<file path="src/rtl/pipeline_pkg.sv">
// pipeline_pkg: shared FSM, access-size and byte-lane encodings for the store path
package pipeline_pkg;
  localparam int WORD_W = 32;
  localparam logic [1:0] LANE_MSB = 2'd0;
  localparam logic [1:0] LANE_LSB = 2'd3;
  typedef enum logic [1:0] {IDLE = 2'd0, RD = 2'd1, WAIT = 2'd2, WRITE = 2'd3} state_t;
  typedef enum logic [1:0] {SZ_BYTE = 2'd0, SZ_HALF = 2'd1, SZ_WORD = 2'd2} size_t;
  function automatic logic misaligned(size_t sz, logic [1:0] lo);
    return sz == SZ_WORD ? |lo : sz == SZ_HALF ? lo[0] : 1'b0;
  endfunction
endpackage

</file>
<file path="src/rtl/store_lane_merge.sv">
// store_lane_merge: big-endian merge of store data into a read word by size and address low bits
module store_lane_merge
  import pipeline_pkg::*;
(
  input  logic [WORD_W-1:0] i_rdata,
  input  logic [WORD_W-1:0] i_wdata,
  input  logic [1:0]        i_lo,
  input  size_t             i_size,
  output logic [WORD_W-1:0] o_word
);
  logic [4:0]        w_sh;
  logic [WORD_W-1:0] w_mask;
  always_comb begin
    w_sh = i_size == SZ_WORD ? 5'd0 :
           i_size == SZ_HALF ? {i_lo[1] == LANE_MSB[1], 4'd0} : {2'(LANE_LSB - i_lo), 3'd0};
    w_mask = (i_size == SZ_WORD ? 32'hFFFF_FFFF : i_size == SZ_HALF ? 32'h0000_FFFF : 32'h0000_00FF) << w_sh;
    o_word = (i_rdata & ~w_mask) | ((i_wdata << w_sh) & w_mask);
  end
endmodule

</file>
<file path="src/rtl/mem_store_ctrlr.sv">
// mem_store_ctrlr: store path to word-only data memory; byte stores use read-modify-write.
// STORE_HALF_EN adds w_half_op and halfword stores through the same sequence.
module mem_store_ctrlr
  import pipeline_pkg::*;
#(
  parameter int MEM_RD_LATENCY = 1,
  parameter int ADDR_W         = 32
) (
  input  logic              clock,
  input  logic              reset,
  input  logic              w_store_op,
  input  logic              w_byte_op,
`ifdef STORE_HALF_EN
  input  logic              w_half_op,
`endif
  input  logic [ADDR_W-1:0] w_addr,
  input  logic [WORD_W-1:0] w_rt_data,
  input  logic [WORD_W-1:0] w_mem_rdata,
  output logic [ADDR_W-1:0] w_mem_addr_out,
  output logic [WORD_W-1:0] w_mem_wdata_out,
  output logic              w_mem_we_out,
  output logic              w_mem_re_out,
  output logic              w_stall_out,
  output logic              w_misalign_out
);
  state_t            r_state, w_next;
  size_t             w_size, r_size;
  logic              w_acc, w_mis, w_sw, w_rmw;
  logic [1:0]        r_lo;
  logic [2:0]        r_cnt;
  logic [WORD_W-1:0] r_data, r_wdata, w_merged;
  logic [ADDR_W-1:0] r_addr;
  logic              r_we, r_re, r_mis;
  always_comb begin
`ifdef STORE_HALF_EN
    w_size = w_byte_op ? SZ_BYTE : w_half_op ? SZ_HALF : SZ_WORD;
`else
    w_size = w_byte_op ? SZ_BYTE : SZ_WORD;
`endif
    w_acc = r_state == IDLE && w_store_op;
    w_mis = w_acc && misaligned(w_size, w_addr[1:0]);
    w_sw = w_acc && !w_mis && w_size == SZ_WORD;
    w_rmw = w_acc && !w_mis && w_size != SZ_WORD;
    w_stall_out = w_rmw || r_state == RD || r_state == WAIT;
    w_next = r_state == IDLE ? (w_rmw ? RD : IDLE) :
             r_state == RD   ? WAIT :
             r_state == WAIT ? (r_cnt == 3'd1 ? WRITE : WAIT) : IDLE;
  end
  always_ff @(posedge clock)
    if (reset) r_state <= IDLE;
    else r_state <= w_next;
  store_lane_merge u_merge (
    .i_rdata(w_mem_rdata),
    .i_wdata(r_data),
    .i_lo   (r_lo),
    .i_size (r_size),
    .o_word (w_merged)
  );
  // Output strobes are registered one cycle behind the state that requests them.
  always_ff @(posedge clock) begin
    if (reset) begin
      r_lo <= '0;
      r_size <= SZ_BYTE;
      r_data <= '0;
      r_wdata <= '0;
      r_addr <= '0;
      r_cnt <= '0;
      r_we <= 1'b0;
      r_re <= 1'b0;
      r_mis <= 1'b0;
    end else begin
      r_we <= w_sw;
      r_re <= w_rmw;
      r_mis <= w_mis;
      if (w_acc) begin
        r_lo <= w_addr[1:0];
        r_size <= w_size;
        r_data <= w_rt_data;
      end
      if (w_sw || w_rmw) r_addr <= {w_addr[ADDR_W-1:2], 2'b00};
      if (w_sw) r_wdata <= w_rt_data;
      if (r_state == RD) r_cnt <= 3'(MEM_RD_LATENCY);
      if (r_state == WAIT) begin
        r_cnt <= r_cnt - 3'd1;
        if (r_cnt == 3'd1) begin
          r_wdata <= w_merged;
          r_we <= 1'b1;
        end
      end
    end
  end
  assign w_mem_addr_out = r_addr;
  assign w_mem_wdata_out = r_wdata;
  assign w_mem_we_out = r_we;
  assign w_mem_re_out = r_re;
  assign w_misalign_out = r_mis;
endmodule

</file>
<file path="config.mk">
export PLATFORM = sky130hd
export DESIGN_NAME = mem_store_ctrlr
export DESIGN_NICKNAME = d
export VERILOG_FILES = /design/src/rtl/pipeline_pkg.sv /design/src/rtl/store_lane_merge.sv /design/src/rtl/mem_store_ctrlr.sv
export SDC_FILE = /design/constraint.sdc
export NUM_CORES = 1
export LEC_CHECK = 0
export CAP_MARGIN = 20
export CORE_MARGIN = 2
export CORE_UTILIZATION = 40
export DETAILED_ROUTE_END_ITERATION = 8
export HOLD_SLACK_MARGIN = 0.08
export PLACE_DENSITY = 0.79
export SYNTH_ARGS = -nofsm -noshare
export SYNTH_HDL_FRONTEND = slang
export SYNTH_HIERARCHICAL = 1
export SYNTH_SLANG_ARGS = --single-unit
</file>
<file path="constraint.sdc">
create_clock -name clock -period 2.3 [get_ports clock]
set_input_delay 0.69 -clock clock [delete_from_list [all_inputs] [get_ports clock]]
set_output_delay 0.69 -clock clock [all_outputs]
set_load 0.01 [all_outputs]
</file>
==> impl_metrics.json <==
{
  "hpwl_mm": 10.8,
  "finalClockSkew_ns": 0.00828,
  "synth_area_um2": 5100,
  "rsz0062_at_grt": "false",
  "n_antenna_cell": 0,
  "async_flop_share_pct": 0,
  "power_density_nw_per_um2": 599,
  "setup.worst_path.end": "w_stall_out",
  "clock-sinks": 105,
  "startpoint": "w_store_op",
  "cts_tree": "done",
  "final_max_slew_viol_count": 0,
  "drt_iter0_drc": 683,
  "status": "complete, no violations",
  "arrival_ns": 1.56,
  "synth-seq-cells": 105,
  "grt_pass1_vias": 4892,
  "reg2reg_to": "w_mem_wdata_out[2]$_SDFF_PP0_",
  "grt_usage_pct": 22.6,
  "fill_cells": 1145,
  "yosysSeqAreaShare_pct": 41.2,
  "synth_edf_count": 0,
  "synthCells": 632,
  "relSlewSlack_pct": 51.6,
  "ys_warn_count": 6,
  "clkTransAtPathRegs_ns": 0.07,
  "fin_nets": 879,
  "grt_overflow": 0,
  "drc": 0,
  "critical_path.startpoint_type": "primary input",
  "routedWlPerCell_um": 16.6,
  "cp_max_fo": 2,
  "end_kind": "output pin",
  "dieArea_um2": 13700,
  "clk_latency_ns": 0.35,
  "setup_viol": 0,
  "power.total_mw": 4.33,
  "min_from": "r_data[14]$_SDFFE_PP0N_",
  "postSynthAreaPerCell_um2": 8.07,
  "ir_drop_v": 0.000372,
  "numPortBuffers": 165,
  "tns_ns": 0,
  "vias": 5164,
  "cts_hold_buf": 0,
  "grt_pass1_wl_mm": 24.5,
  "die_h_um": 117,
  "htreeDepth": 3,
  "die_w_um": 117,
  "syn2layout_area_growth_pct": 41.8,
  "start_util_pct": 40.7,
  "tightest_slew_ns": 0.725,
  "regToRegSetupSlack_ns": 0.17,
  "numCtsBuffers": 9,
  "hold_violations": 0,
  "hp-class": "register to register",
  "reg2reg_depth": 6,
  "wirelength_mm": 15.7,
  "fp-row-count": 41,
  "coreArea_um2": 12500,
  "synth_flop_cell": "dfxtp_1",
  "root_buffer": "clkbuf_16",
  "timing.final.crit_period_ns": 2.25,
  "cp_data_required_time_ns": 1.61,
  "grt_start_max_net_pins": 67,
  "drtAntennaViolNets": 0,
  "fmax_mhz": 444,
  "ios": 168,
  "path_class": "primary input to output pin",
  "vias_per_cell": 5.46,
  "p_leak_nw": 2.61,
  "clk_path_buf_depth": 2,
  "place.gp.congestion": 0.859,
  "antenna_found_initial": 0,
  "worstReg2RegStart": "r_size[1]$_SDFFE_PP0N_",
  "yosysUniqueCellTypes": 44,
  "holdWs_ns": 0.464,
  "dr.pass1.iters": 5,
  "cap_violations": 0,
  "min_period_over_period_pct": 97.8,
  "drive_gt1_share_pct": 7.36
}
[how the worst min path moves through the flow]
stage	end	slack (ns)	cells past startpoint
5_1_grt	r_data[12]$_SDFFE_PP0N_	0.48	2
6_report	r_data[14]$_SDFFE_PP0N_	0.46	2
2_1_floorplan	r_data[10]$_SDFFE_PP0N_	0.44	2
4_1_cts	r_data[14]$_SDFFE_PP0N_	0.46	2
3_5_place_dp	r_data[27]$_SDFFE_PP0N_	0.45	2
3_3_place_gp	r_data[12]$_SDFFE_PP0N_	0.44	2
[cells in the final DEF (no fill, tap or decap), types with 5 or more instances in the layout]
cell | synthesis | routed
mux2_1 | 5 | 5
nand2_1 | 89 | 87
inv_1 | 11 | 11
nand3_1 | 31 | 31
buf_4 | 6 | 19
nor2_1 | 41 | 41
mux2i_1 | 24 | 24
o21ai_0 | 76 | 76
nand3b_1 | 34 | 34
a21oi_1 | 67 | 67
buf_12 | 0 | 5
dfxtp_1 | 105 | 105
clkbuf_16 | 0 | 9
clkdlybuf4s50_1 | 0 | 162
a311oi_1 | 32 | 32
ha_1 | 8 | 8
mux2_2 | 8 | 8
[synth_stat cells (6+ instances only)]
master / number / share of area, %
nand3b_1: 34 / 5.0
buf_4: 6 / 0.88
mux2_2: 8 / 1.8
nor2_1: 41 / 3.0
ha_1: 8 / 2.0
a21oi_1: 67 / 6.6
o21ai_0: 76 / 7.5
buf_2: 11 / 1.1
clkbuf_1: 41 / 3.0
a311oi_1: 32 / 5.5
nand2_1: 89 / 6.6
dfxtp_1: 105 / 41
inv_1: 11 / 0.81
nand3_1: 31 / 3.0
mux2i_1: 24 / 4.7
[per-layer routing]
metal  GRT usage, %  part of all wire (%)
met2           38.1                    49
met3           5.82                   8.2
met5              0                     0
met1           28.1                    41
met4           8.08                   1.8
[critical path, stage by stage]
cell and delay, ns:
clkdlybuf4s50_1 0.48, and2_4 0.15, nand2_2 0.06, nand2_1 0.08, buf_6 0.10
[registers in the layout, indices dropped and copies added, names as in the netlist]
name / flops
r_size: 1
w_mem_we_out: 1
r_data: 32
w_misalign_out: 1
w_mem_re_out: 1
r_lo: 2
r_state: 2
r_cnt: 3
w_mem_wdata_out: 32
w_mem_addr_out: 30
[report_power, final]
part	leakage (nW)	total, mW	internal (mW)	switching [mW]
Clock	0.139	1.53	0.867	0.665
Sequential	0.858	1.96	1.90	0.0586
Combinational	1.61	0.837	0.435	0.402
[logic make-up (layout without fill, tap and decap cells)]
kind of cell | after synthesis | count (layout) | synth area share, %
other cells | 1 | 4 | 0.0735
fa+ha+maj | 8 | 8 | 1.96
simple gates | 212 | 212 | 20.5
flops | 105 | 105 | 41.2
compound gates | 195 | 195 | 22.4
buf+inv | 74 | 213 | 6.31
mux | 37 | 37 | 7.58
[final cells by class]
type,count,area [um^2],share of cell area [%]
Multi-Input combinational cell,456,2710,37.4
Sequential cell,105,2100,29.1
Timing Repair Buffer,188,1880,26.0
Clock buffer,12,246,3.41
Tap cell,172,215,2.98
Inverter,11,41.3,0.571
Clock inverter,2,38.8,0.537
[metrics by stage]
| stage | cells | area [um^2] | setup WS (ns) | util [%] |
|---|---|---|---|---|
| 2_1_floorplan | 635 | 5110 | 0.208 | - |
| 3_3_place_gp | 930 | 6910 | -0.389 | 55.2 |
| 3_5_place_dp | 930 | 6910 | -0.394 | 55.2 |
| 4_1_cts | 944 | 7190 | 0.0250 | 57.4 |
| 5_1_grt | 946 | 7230 | 0.0184 | 57.8 |
| 6_report | 946 | 7230 | 0.0496 | 57.8 |
[repair_timing]
item | CTS | global route
cloned | 0 | 0
buffers inserted | 0 | 2
resized for setup | 4 | 4
pin swaps | 0 | 1
setup endpoints to repair | 1 | 3
(Power assumes the default switching activity.)
==> edit 1, RTL diff (same settings) <==
Reset style: asynchronous (`reset`), changed in 2 clocked blocks.
--- a/src/rtl/mem_store_ctrlr.sv
+++ b/src/rtl/mem_store_ctrlr.sv
@@ -46,7 +46,7 @@
              r_state == RD   ? WAIT :
              r_state == WAIT ? (r_cnt == 3'd1 ? WRITE : WAIT) : IDLE;
   end
-  always_ff @(posedge clock)
+  always_ff @(posedge clock or posedge reset)
     if (reset) r_state <= IDLE;
     else r_state <= w_next;
   store_lane_merge u_merge (
@@ -57,7 +57,7 @@
     .o_word (w_merged)
   );
   // Output strobes are registered one cycle behind the state that requests them.
-  always_ff @(posedge clock) begin
+  always_ff @(posedge clock or posedge reset) begin
     if (reset) begin
       r_lo <= '0;
       r_size <= SZ_BYTE;
Formal check against the unedited RTL: differs if reset is asserted again (counterexample within 4 cycles, from zero or initial values and one cycle with reset high); with reset held inactive, the same outputs for 10 cycles.
==> edit 1 against the unedited design <==
- fmax increased by 1.4%
- design area is 2.9% higher
- first-iteration DRC count down 58%
- sequential cell count unchanged
- setup slack better by 0.032 ns
- highest routed layer unchanged
- wire length fell by 6.6%
- critical path type is now reg2out
- core utilization increased by 1.2 points
- area after synthesis rose by 1.5%
Power is not compared: it rests on default switching activity, and its combinational part moved more than twofold at a synthesized area within 25%.
==> edit 1: results (changes against the unedited design) <==
Worst Skew 0.01080 ns (+0.002523 ns); average detailed-routed wire length per instance 18.04 um (+8.4%); Final Net Count 745 (-15%); number of CTS-inserted buffers 9 (unchanged); initial antenna violation count 1 (+1); routability congestion estimate 0.8602 (about the same); compound-gate portion of the synthesized area 0.1431 (-0.08093); number of global-route vias before repair 4,565 (-6.7%); sequential cell area fraction in the yosys report 0.5075 (+0.09532); largest net degree at the start of global routing 106 (+58%); destination of the worst register-to-register timing path w_mem_wdata_out[6]; Hold EP w_mem_addr_out[21]; detailed-route via count 4,395 (-15%); CP Data Arrival Time 1.53 ns (-0.03 ns); first-pass GRT wire length 23.81 mm (-2.9%); source of the worst register-to-register timing path r_size[1]; setup slack at placement -0.4384 ns (-0.04453 ns); share of post-route cells with drive strength above 1 0.1511 (+0.07745); Synth Flop Type sky130_fd_sc_hd__dfrtp_1; Area contributors post-synth sky130_fd_sc_hd__dfrtp_1 (51%), sky130_fd_sc_hd__mux2_2 (9.4%), sky130_fd_sc_hd__mux2_1 (7.6%); leading cell types by count after synthesis sky130_fd_sc_hd__dfrtp_1 (105), sky130_fd_sc_hd__o21ai_0 (45), sky130_fd_sc_hd__mux2_2 (43); cell family with the largest share of critical-path delay flip-flops; overall global routing resource usage 0.2141 (-0.01210); fraction of synthesis flops using an asynchronous set or reset pin 1.000 (+1.000); initial detailed-routing violation count 288 (-58%); Hold Vio Cnt, Final 0 (unchanged); static leakage 3.038 nW; # port buffers 165 (unchanged); Crit Path Max Fanout 2 (unchanged); delay contributed by the slowest stage of the critical path 0.38 ns (-0.10 ns); clock transition at the registers of the reported paths 0.07 ns (about the same); hold depth 1 (-1); unique cell type count in the Yosys netlist 40 (-9.1%); cell type contributing the most total cell area after synthesis sky130_fd_sc_hd__dfrtp_1; proportion of synthesized area in mux cells 0.2160 (+0.1402); transition time of the tightest slew-check pin 0.5984 ns (-0.1270 ns); adder-cell share of the synthesized area 0.01933 (-0.0002941); outcome finished, final reports clean; final hold slack 0.4915 ns (+0.02791 ns); CP max stage cell sky130_fd_sc_hd__dfrtp_1; total half-perimeter wirelength after legalization and detailed placement 10.59 mm (-2.3%); number of cells on the worst reg-to-reg path 7 (+1); internal reg-to-reg setup slack 0.14 ns (-0.03 ns); xor-xnor portion of the synthesized cell area 0 (unchanged); startpoint of the tightest hold check path w_mem_addr_out[21]; Worst-Skew Late Latency 0.35 ns (about the same)
edit 1: cell types whose count changed after synthesis, sizes merged, moves of 35 or more:
cell   change
mux2      +65
dfxtp    -105
dfrtp    +105
nand2     -69
a21oi     -35
edit 1: cell families (layout without fill, tap and decap cells):
kind of cell | after synthesis | count (layout)
muxes | 102 | 102
buffers and inverters | 50 | 218
adders and majority gates | 8 | 8
other | 1 | 5
and+or+nand+nor | 74 | 74
DFF | 105 | 105
AOI/OAI and AO/OA | 131 | 131
edit 1: worst max-delay path by stage:
| stage | slack (ns) | cells after the start | end | from |
|---|---|---|---|---|
| floorplan | 0.24 | 4 | w_stall_out | w_store_op |
| global placement | -0.44 | 5 | w_stall_out | w_store_op |
| detailed placement | -0.44 | 5 | w_stall_out | w_store_op |
| CTS | 0.05 | 6 | w_stall_out | r_state[0] |
| global route | 0.002 | 7 | w_mem_wdata_out[4] | r_size[1] |
| finish | 0.08 | 4 | w_stall_out | r_state[1] |
edit 1: report_power, final:
| part | total (mW) | internal [mW] | switching [mW] |
|---|---|---|---|
| combinational | 5.14 | 2.77 | 2.38 |
| sequential | 3.41 | 2.78 | 0.627 |
| clock | 1.50 | 0.798 | 0.703 |
| total | 10.1 | 6.35 | 3.70 |
edit 1: layout make-up:
cell class                      count  area [um^2]
Multi-Input combinational cell    319         2349
Timing Repair Buffer              189         1899
Sequential cell                   105         2628
Inverter                           13        52.55
Antenna cell                        1        2.502
Clock inverter                      5        40.04
Fill cell                        1060         5181
Clock buffer                       11        252.7
Tap cell                          172        215.2
edit 1: worst register-to-register path, stage by stage, from the launching register on:
cell	delay [ns]
sky130_fd_sc_hd__dfrtp_1	0.41
sky130_fd_sc_hd__ha_1	0.28
sky130_fd_sc_hd__nor2_1	0.45
sky130_fd_sc_hd__or2_1	0.19
sky130_fd_sc_hd__buf_4	0.18
sky130_fd_sc_hd__mux2_2	0.35
sky130_fd_sc_hd__nor2_1	0.13
sky130_fd_sc_hd__a21oi_1	0.06
edit 1: timing repair:
item / in CTS / in global routing
pin swaps: 1 / 1
buffers inserted: 0 / 1
hold endpoints to repair: 0 / 0
endpoints found under the setup margin: 1 / 6
resized for setup: 6 / 4
edit 1: stage by stage:
stage          utilization  std cells  setup TNS, ns  instance area, um^2
4_1_cts             0.5875        813              0                 7415
6_report            0.5894        815              0                 7438
3_5_place_dp        0.5649        797         -9.456                 7129
2_1_floorplan            -        474              0                 5192
3_3_place_gp        0.5649        797         -9.350                 7129
5_1_grt             0.5894        815              0                 7438
edit 1: metal layers:
layer	vias up	GRT usage	wire [um]
li1	2009	-	-
met1	2149	0.2715	6017
met2	219	0.3463	6999
met3	18	0.07364	1495
met4	0	0.06401	191
met5	-	0	0
==> edit 2, RTL diff (same flow settings) <==
Made on the original files. Add a define of `STORE_HALF_EN`.
--- a/src/rtl/mem_store_ctrlr.sv
+++ b/src/rtl/mem_store_ctrlr.sv
@@ -1,5 +1,7 @@
 // mem_store_ctrlr: store path to word-only data memory; byte stores use read-modify-write.
 // STORE_HALF_EN adds w_half_op and halfword stores through the same sequence.
+`define STORE_HALF_EN
+
 module mem_store_ctrlr
   import pipeline_pkg::*;
 #(
Ports: changed (added w_half_op); port bits go from 168 to 169. The function was not compared with the original's and may differ.
==> edit 2 against the unedited design <==
- wire length fell by 8.6%
- hold slack lost 0.0090 ns
- first-iteration DRC count down 65%
- power decreased by 1.2%
- core utilization is 0.11 points higher
- sequential cell count up 1
- design area rose by 1.0%
- fmax up 0.75%
- setup slack better by 0.017 ns
- area after synthesis is 1.6% higher
- highest routed layer unchanged
==> edit 2: results (changes against the unedited design) <==
largest net degree at the start of global routing 61 (-9.0%); post-cts sizing count 6 (+2); Final Net Count 852 (-3.1%); cell family with the largest share of critical-path delay buffers and inverters; static leakage 2.969 nW (+14%); relative contribution of combinational cells to total power 0.188 (-0.005); placed cell count 904 (-2.8%); Worst Skew 0.005881 ns (-0.002396 ns); initial antenna violation count 0 (unchanged); fraction of synthesis flops using an asynchronous set or reset pin 0 (unchanged); total routed wirelength 14.38 mm (-8.6%); per-instance average area after synthesis 8.840 um^2 (+9.5%); Worst-Skew Late Latency 0.35 ns (about the same); overall global routing resource usage 0.2082 (-0.01803); cell area after placement 6982 um^2 (+1.1%); leading cell types by count after synthesis sky130_fd_sc_hd__nand2_1 (119), sky130_fd_sc_hd__dfxtp_1 (106), sky130_fd_sc_hd__mux2i_1 (86); transition time of the tightest slew-check pin 0.6321 ns (-0.09324 ns); # port buffers 166 (+0.61%); cell type contributing the most total cell area after synthesis sky130_fd_sc_hd__dfxtp_1; first-pass GRT wire length 23.41 mm (-4.5%); share of post-route cells with drive strength above 1 0.07888 (+0.005234); buffer and inverter count on the worst path 2 (unchanged); routability congestion estimate 0.8932 (+3.9%); Ant. Diodes 0 (unchanged); setup slack at placement -0.4044 ns (-0.01057 ns); Setup Buffers After CTS 0 (unchanged); outcome finished, final reports clean; CP max stage cell sky130_fd_sc_hd__clkdlybuf4s50_1; CP Data Arrival Time 1.54 ns (-0.02 ns); sequential cell area fraction in the yosys report 0.4097 (-0.002507); Worst VDD drop 0.3497 mV (-6.1%); number of global-route vias before repair 4,675 (-4.4%); initial detailed-routing violation count 239 (-65%); average detailed-routed wire length per instance 15.63 um (-6.0%); relative contribution of the clock network to total power 0.348 (-0.006); total half-perimeter wirelength after legalization and detailed placement 10.57 mm (-2.5%); total iterations of the first detailed-routing run 5 (unchanged); total sequential power 1.99 mW; delay contributed by the slowest stage of the critical path 0.51 ns (+0.03 ns); clock buffer depth 2 (unchanged); Area contributors post-synth sky130_fd_sc_hd__dfxtp_1 (41%), sky130_fd_sc_hd__mux2i_1 (17%), sky130_fd_sc_hd__nand2_1 (8.6%); internal power component 3.187 mW (-0.44%); detailed-route via count 4,603 (-11%)
## edit 2: changes by cell type after synthesis, moves of 30 or more
cell,before,now
sky130_fd_sc_hd__a311oi_1,32,0
sky130_fd_sc_hd__nand2_1,89,119
sky130_fd_sc_hd__nand2b_1,0,62
sky130_fd_sc_hd__nand3b_1,34,2
sky130_fd_sc_hd__nand3_1,31,1
sky130_fd_sc_hd__o21ai_0,76,22
sky130_fd_sc_hd__mux2i_1,24,86
sky130_fd_sc_hd__nor2_1,41,11
## edit 2: worst paths after layout
check	from	end	slack (ns)	depth (start not counted)
worst max register to register	r_size[1]	w_mem_wdata_out[27]	0.18	9
worst min register to register	r_data[17]	r_data[17]	0.45	2
worst max-delay path	w_byte_op	w_stall_out	0.07	4
worst min-delay path	r_data[17]	r_data[17]	0.45	2
## edit 2: area by class of cell
cell class / count / area [um^2]
repair buffers: 186 / 1854
clock buffers: 14 / 274.0
fillers: 1129 / 5318
multi-input cells: 427 / 2778
inverters: 13 / 48.80
clock inverters: 2 / 10.01
flip-flops and latches: 106 / 2122
well taps: 172 / 215.2
## edit 2: layer usage
| metal | track usage | routed length [um] | up-vias | part of all wire |
|---|---|---|---|---|
| met4 | 0.09488 | 404 | 0 | 0.028 |
| met2 | 0.3423 | 6664 | 206 | 0.46 |
| met1 | 0.2468 | 5948 | 2088 | 0.41 |
| met3 | 0.06734 | 1364 | 31 | 0.095 |
| met5 | 0 | 0 | - | 0 |
| li1 | - | - | 2278 | - |
## edit 2: logic make-up (layout without fill, tap and decap cells)
logic type	after synthesis	count (layout)	synth area share
AND/OR/NAND/NOR	212	212	0.2024
AO/OA/AOI/OAI	106	106	0.1104
flip-flops	106	106	0.4097
multiplexers	99	99	0.1944
buffers and inverters	54	215	0.06304
adder cells (fa/ha/maj)	8	8	0.01932
other	1	2	0.0007239
